<file path="config.mk">
export PLATFORM = sky130hd
export DESIGN_NAME = parity_frame_ctrl
export DESIGN_NICKNAME = d
export VERILOG_FILES = /design/src/rtl/parity_frame_ctrl.sv
export SDC_FILE = /design/constraint.sdc
export NUM_CORES = 1
export LEC_CHECK = 0
export CAP_MARGIN = 20
export CORE_ASPECT_RATIO = 0.5
export CORE_MARGIN = 2
export CORE_UTILIZATION = 40
export CTS_BUF_LIST = sky130_fd_sc_hd__clkbuf_16
export DETAILED_ROUTE_END_ITERATION = 12
export GPL_ROUTABILITY_DRIVEN = 0
export PLACE_DENSITY = 0.61
export SLEW_MARGIN = 40
export SYNTH_ARGS = -nofsm -noshare
export SYNTH_HDL_FRONTEND = slang
export SYNTH_SLANG_ARGS = --single-unit
</file>
<file path="constraint.sdc">
create_clock -name CLK -period 2 [get_ports CLK]
set_clock_uncertainty 0.15 [all_clocks]
set_input_delay 0.4 -clock CLK [delete_from_list [all_inputs] [get_ports CLK]]
set_output_delay 0.4 -clock CLK [all_outputs]
set_load 0.005 [all_outputs]
</file>
<file path="src/rtl/parity_frame_ctrl.sv">
// Parity frame controller: accepts a DATA_W-bit word on a valid/ready handshake and sends start, data (LSB first), parity, stop on TX.
// Latency: the start bit appears the cycle after the transfer edge; a frame lasts (DATA_W+3)*BIT_TICKS cycles, then one IDLE cycle.
// Backpressure: DIN_READY is high only in IDLE; the source holds DIN/DIN_VALID until accepted. Define PARITY_ODD_EN for odd parity.
module parity_frame_ctrl #(
  parameter int DATA_W    = 4,
  parameter int BIT_TICKS = 4
) (
  input  logic              CLK,
  input  logic              RSTN,
  input  logic [DATA_W-1:0] DIN,
  input  logic              DIN_VALID,
  output logic              DIN_READY,
  output logic              TX,
  output logic              P,
  output logic              BUSY,
  output logic              DONE,
  output logic [7:0]        FRAME_CNT
);

  localparam int TW = (BIT_TICKS > 1) ? $clog2(BIT_TICKS) : 1;
  localparam int IW = (DATA_W > 1) ? $clog2(DATA_W) : 1;
  localparam int TICK_PRE_I = (BIT_TICKS > 1) ? (BIT_TICKS - 2) : 0;
  localparam logic [TW-1:0] TICK_LAST = TW'(BIT_TICKS - 1);
  localparam logic [TW-1:0] TICK_PRE  = TW'(TICK_PRE_I);
  localparam logic [IW-1:0] IDX_LAST  = IW'(DATA_W - 1);
  localparam bit ONE_TICK = (BIT_TICKS == 1);

  typedef enum logic [2:0] {IDLE, START, DATA, PARITY, STOP} state_t;

  state_t            state;
  logic [TW-1:0]     tick;
  logic [IW-1:0]     bit_idx;
  logic [DATA_W-1:0] shreg;
  logic [DATA_W-1:0] shreg_nxt;
  logic              bit_end;
  logic              done_set;
  logic              din_par;

  assign DIN_READY = (state == IDLE);
  assign bit_end   = (tick == TICK_LAST);
  assign shreg_nxt = shreg >> 1;

  // DONE is registered, so it is armed on the edge that enters the last stop-bit cycle.
  // With one tick per bit that edge is the end of the parity bit.
  assign done_set = ONE_TICK ? (state == PARITY) : ((state == STOP) && (tick == TICK_PRE));

  // Parity of the incoming word, sampled into P on the transfer edge.
  always_comb begin
`ifdef PARITY_ODD_EN
    din_par = ~(^DIN);
`else
    din_par = ^DIN;
`endif
  end

  // Frame sequencer: TX is registered and loaded with the next bit's level on each bit boundary.
  always_ff @(posedge CLK or negedge RSTN) begin
    if (!RSTN) begin
      state     <= IDLE;
      tick      <= '0;
      bit_idx   <= '0;
      shreg     <= '0;
      TX        <= 1'b1;
      P         <= 1'b0;
      BUSY      <= 1'b0;
      DONE      <= 1'b0;
      FRAME_CNT <= 8'd0;
    end else begin
      DONE <= 1'b0;
      if (done_set) begin
        DONE      <= 1'b1;
        FRAME_CNT <= FRAME_CNT + 8'd1;
      end
      case (state)
        IDLE: begin
          if (DIN_VALID) begin
            shreg   <= DIN;
            P       <= din_par;
            state   <= START;
            BUSY    <= 1'b1;
            TX      <= 1'b0;
            tick    <= '0;
            bit_idx <= '0;
          end
        end
        START: begin
          if (bit_end) begin
            tick  <= '0;
            state <= DATA;
            TX    <= shreg[0];
          end else begin
            tick <= tick + 1'b1;
          end
        end
        DATA: begin
          if (bit_end) begin
            tick  <= '0;
            shreg <= shreg_nxt;
            if (bit_idx == IDX_LAST) begin
              state <= PARITY;
              TX    <= P;
            end else begin
              bit_idx <= bit_idx + 1'b1;
              TX      <= shreg_nxt[0];
            end
          end else begin
            tick <= tick + 1'b1;
          end
        end
        PARITY: begin
          if (bit_end) begin
            tick  <= '0;
            state <= STOP;
            TX    <= 1'b1;
          end else begin
            tick <= tick + 1'b1;
          end
        end
        STOP: begin
          if (bit_end) begin
            tick    <= '0;
            bit_idx <= '0;
            state   <= IDLE;
            BUSY    <= 1'b0;
          end else begin
            tick <= tick + 1'b1;
          end
        end
        default: begin
          state <= IDLE;
          TX    <= 1'b1;
          BUSY  <= 1'b0;
        end
      endcase
    end
  end

endmodule
</file>
After elaboration in Yosys (flattened, before gate mapping)
Index checks and enable logic that the tools add are counted.
- muxes and demuxes: 27
- $add $sub $neg: 3
- bitwise operators: 2
- reductions and logical operators: 15
- equality and inequality tests: 14
- operators with widths (operator ; count):
    3-bit 2-to-1 mux ; 6
    3-bit case mux with 5 select lines ; 1
    2-bit != test (second input constant) ; 7
    2-bit 2-to-1 mux ; 5
    5-bit AND reduction ; 2
    8-bit by 1-bit adder with 8-bit output (second input constant) ; 1
    1-bit 2-to-1 mux ; 8
    4-bit 2-to-1 mux ; 2
    4-bit case mux with 2 select lines ; 1
    2-bit equality test (second input constant) ; 3
    3-bit by 2-bit equality test with 1-bit output (second input constant) ; 2
    2-bit case mux with 3 select lines ; 1
    3-bit AND reduction ; 2
    6-bit AND reduction ; 1
    1-bit case mux with 5 select lines ; 1
    2-bit by 1-bit adder with 2-bit output (second input constant) ; 2
    2-bit case mux with 2 select lines ; 1
    2-bit AND reduction ; 2
    2-bit nonzero test ; 2
    4-bit OR reduction ; 1
    4-bit XOR reduction ; 1
    3-bit by 1-bit equality test with 1-bit output (second input constant) ; 1
    3-bit equality test (second input constant) ; 1
    3-bit logical NOT ; 1
    other kinds (5) ; 6
- output and inout port bits: 13
- bits in registers: 23

Longest topological paths before layout
- word-level depth: 4
- mapped depth: 6
- mapped depth without buffers: 5

Least setup slack after synthesis
Ideal clock, no wire load.
- kind: reg2reg
- start point: register state[2]
- end point: register shreg[0]
- data required time: 1725 ps
- period minus slack after synthesis: 1690 ps
- data arrival time: 1415 ps
- stages on the path, launching flop included: 5
- setup slack: 310 ps
- path buffers: 1
- path through: dfrtp_1 > buf_6 > nor3b_1 > mux2_1 > mux2_2
- cells in the longest elaborated chain, start to end: 3
- elaborated cells between the ends (all ways): 7
- those cells by class: 3 x eq/ne; 1 x mux; 3 x reduce/logical
- ends and longest elaborated chain (element ; line ; text):
    start, declared ; 30 ; state_t state;
    start signal, assigned ; 59 ; state <= IDLE;
    start signal, assigned ; 79 ; state <= START;
    start signal, assigned ; 89 ; state <= DATA;
    3-bit by 2-bit equality test with 1-bit output / 3-bit logical NOT (equally long branches) ; 74 ; case (state)
    2-bit != test (no source line) / 2-bit nonzero test (equally long branches) ; n/a ;
    3-bit AND reduction (no source line) ; n/a ;
    end signal, assigned ; 98 ; shreg <= shreg_nxt;
    end, declared ; 33 ; logic [DATA_W-1:0] shreg;
Parallel ways exist; a longest one is shown, timed or not.
A chain may end at the register's enable or synchronous reset.

Worst setup path after layout
- start point: register TX
- end point: output port TX
- RTL lines (element ; line ; text):
    start, declared ; 13 ; output logic TX,
    start signal, assigned ; 90 ; TX <= shreg[0];
    start signal, assigned ; 104 ; TX <= shreg_nxt[0];
No word-level cell between the ends.

==> metrics.csv <==
stage,metric,value,unit
synthesis,Synth top area share,44.31,%
global_routing,first-pass GRT wire length,4195,um
critical_path,"Critical Path, Cell by Cell",clkdlybuf4s50_1,
timing,RSZ-0062 raised after global routing,false,
timing,Slew HR,70.01,%
timing,Least-Margin Pin Slew,448.9,ps
synthesis,largest cells by area after synthesis,"dfrtp_1 (44%), xnor2_1 (6.3%), ha_1 (5.0%)",
status,status,"complete, no violations",
clock_network,clk_lat worst skew,250,ps
placement,Post-DP HPWL,1804,um
clock_network,H-Tree Level Count,1,
critical_path,Worst path slowest cell,dfstp_2,
critical_path,element type at the critical path start,register,
layout,layout cells sized above 1,12.14,%
global_routing,gr usage total,14.99,%
floorplan,Boundary Pins,20,
placement,dpl ws,148.9,ps
clock_network,CTS Buf Count,3,
clock_network,clk buf depth,2,
global_routing,Most Crowded Layer GR,met2,
layout,"most common cell after layout, fill and taps aside",dfrtp_1,
flow_run,Max Cap Viol,0,
clock_network,Worst-path clk slew,60,ps
clock_network,Root Buffer,clkbuf_16,
route,TritonRoute pass-1 iters,4,
clock_network,postcts setup bufs,0,
global_routing,GRT overflow,0,
timing,min setup slack post-route,182.6,ps
power_and_ir_drop,Worst VDD drop,0.0005493,V
synthesis,main flop type after synthesis,dfrtp_1,
timing,Final Cycle Share,90.87,%
global_routing,met3 Use GR,5.714,%
synthesis,register area share after synthesis,46.42,%
global_routing,initial antenna violation count,0,
route,via count,931,
timing,Slew Limit Fails,0,
synthesis,post-synth cell types,34,
global_routing,met1 usage,19.37,%
synthesis,Ys Warns,0,
critical_path,crit path kind,reg2out,
floorplan,Initial Util,41.72,%
critical_path,reg2reg setup slack,220,ps
power_and_ir_drop,P_leak,0.0006893,uW
power_and_ir_drop,PD cells,1288,nW/um^2
synthesis,cell taking the most area after synthesis,dfrtp_1,
layout,layout overhead on the synthesized area,26.38,%
critical_path,worst path arrival time,1270,ps
route,Routed WL per cell,13.46,um
route,total wire length,2423,um
layout,most frequent cells in the layout,"dfrtp_1 (22), clkdlybuf4s50_1 (18), xnor2_1 (9)",
timing,Final Hold Fails,0,
critical_path,"Req. time, crit path",1450,ps
timing,Post-Route Setup TNS,0,ps
route,drc violations,0,
global_routing,largest net degree at the start of global routing,24,
floorplan,row cnt,14,
layout,NumNets Final,153,
synthesis,Yosys reg bits,23,
min_path,Hold Path Class,reg2reg,
power_and_ir_drop,Comb power frac,42.7,%
timing,Setup-failing EPs final,0,
critical_path,Crit. End Element,output pin,
synthesis,Post-synth ARST share,100.0,%
power_and_ir_drop,sequential fraction of design power,36.5,%
synthesis,Synth Area per Inst,10.71,um^2
clock_network,TritonCTS Sinks,23,
global_routing,vias in the first global route,889,
critical_path,CP max stage delay,520,ps
critical_path,Buf/Inv on CP,1,
clock_network,cts hold-fix bufs,0,
floorplan,die area,3595,um^2
critical_path,Worst Path Max Fanout,2,
power_and_ir_drop,clock power share,20.7,%
synthesis,Syn Nets,128,
synthesis,Synth Instances,116,
clock_network,"Gates resized, CTS repair",1,
floorplan,die height,43.41,um
route,mean number of vias per cell,5.172,
layout,register area,576.8,um^2
power_and_ir_drop,Switching Share,33.83,%
timing,Peak Freq,550.2,MHz
power_and_ir_drop,Internal,1338,uW
power_and_ir_drop,net switching power,684.1,uW
placement,PortBufs,19,
clock_network,CTS tree,built,
floorplan,area of the core,2978,um^2
synthesis,synthesized area,1242,um^2
floorplan,die width,82.82,um
layout,Filler cells,277,
critical_path,critical path's top delay family,flip-flops,
timing,fin crit period,1817,ps
layout,multi-input combinational cell area,593.1,um^2
route,Initial DRC Count,42,
global_routing,met2 Usage GRT,23.87,%
synthesis,"EDFF count, synth",0,
layout,ant diodes,0,
route,Final ANT Viol Nets,0,
==> state kept, by name, indices dropped and copies added, names as in the netlist <==
signal / cells
state: 3
shreg: 4
tick: 2
bit_idx: 2
DONE: 1
FRAME_CNT: 8
BUSY: 1
TX: 1
P: 1
==> logic make-up (layout without fill, tap and decap cells) <==
kind of cell    count (synthesis)  in the layout  synth area share, %
buf+inv                        13             37                5.840
mux                            12             12                10.47
simple gates                   34             34                14.60
flops                          23             23                46.43
xor+xnor                       11             11                7.755
fa+ha+maj                       5              5                5.035
compound gates                 18             18                9.870
==> power groups by stage <==
stage / combinational (uW) / sequential (uW) / clock, uW
finish: 864 / 739 / 419
global route: 984 / 762 / 460
CTS: 871 / 741 / 433
detailed placement: 873 / 748 / 0
global placement: 851 / 741 / 0
floorplan: 625 / 724 / 0
==> worst paths after layout <==
kind | from | endpoint | cells after the start
max reg2reg | tick[0] | FRAME_CNT[1] | 5
max in group asynchronous | RSTN | TX | 2
min in group asynchronous | RSTN | P | 2
max | TX | TX | 1
min | FRAME_CNT[5] | FRAME_CNT[5] | 1
min reg2reg | FRAME_CNT[5] | FRAME_CNT[5] | 1
==> through the flow <==
step / hold WS, ps / area [um^2] / cells / power (uW) / utilization (%)
after floorplan: -45.59 / 1242 / 116 / 1349 / -
after global placement: 311.1 / 1493 / 176 / 1592 / 50.13
after detailed placement: 328.4 / 1493 / 176 / 1622 / 50.13
after CTS: 348.4 / 1570 / 180 / 2045 / 52.73
after global routing: 369.7 / 1570 / 180 / 2206 / 52.73
final: 342.7 / 1570 / 180 / 2022 / 52.73
==> area by class of cell <==
type                       instances  share of cell area [%]
clock inverter                     1                  0.2390
clock buffer                       3                   4.781
timing repair buffer              27                   15.86
sequential                        23                   36.73
multi-input combinational         80                   37.77
tap                               40                   3.187
inverter                           6                   1.434
==> worst register-to-register path, stage by stage (launching register included) <==
cell      delay (ps)
dfrtp_1          430
inv_1             90
ha_1             130
nor4bb_1         310
buf_4            230
mux2_2           330
==> metal layers <==
| metal | vias to the layer above | wire, um |
|---|---|---|
| met5 | - | 0 |
| met4 | 0 | 32 |
| met3 | 4 | 119 |
| met2 | 25 | 1080 |
| met1 | 446 | 1191 |
| li1 | 456 | - |
==> synthesized netlist by cell type, types with 3 or more instances <==
cell and count:
dfrtp_1 22, xnor2_1 9, nand2_1 8, inv_1 6
nor2_1 6, ha_1 5, mux2_2 5, mux2i_1 4
nand4_1 4, o21ai_0 4, a21oi_1 3, buf_6 3
clkbuf_1 3, mux2_1 3, o32ai_1 3
(Power assumes the default switching activity.)
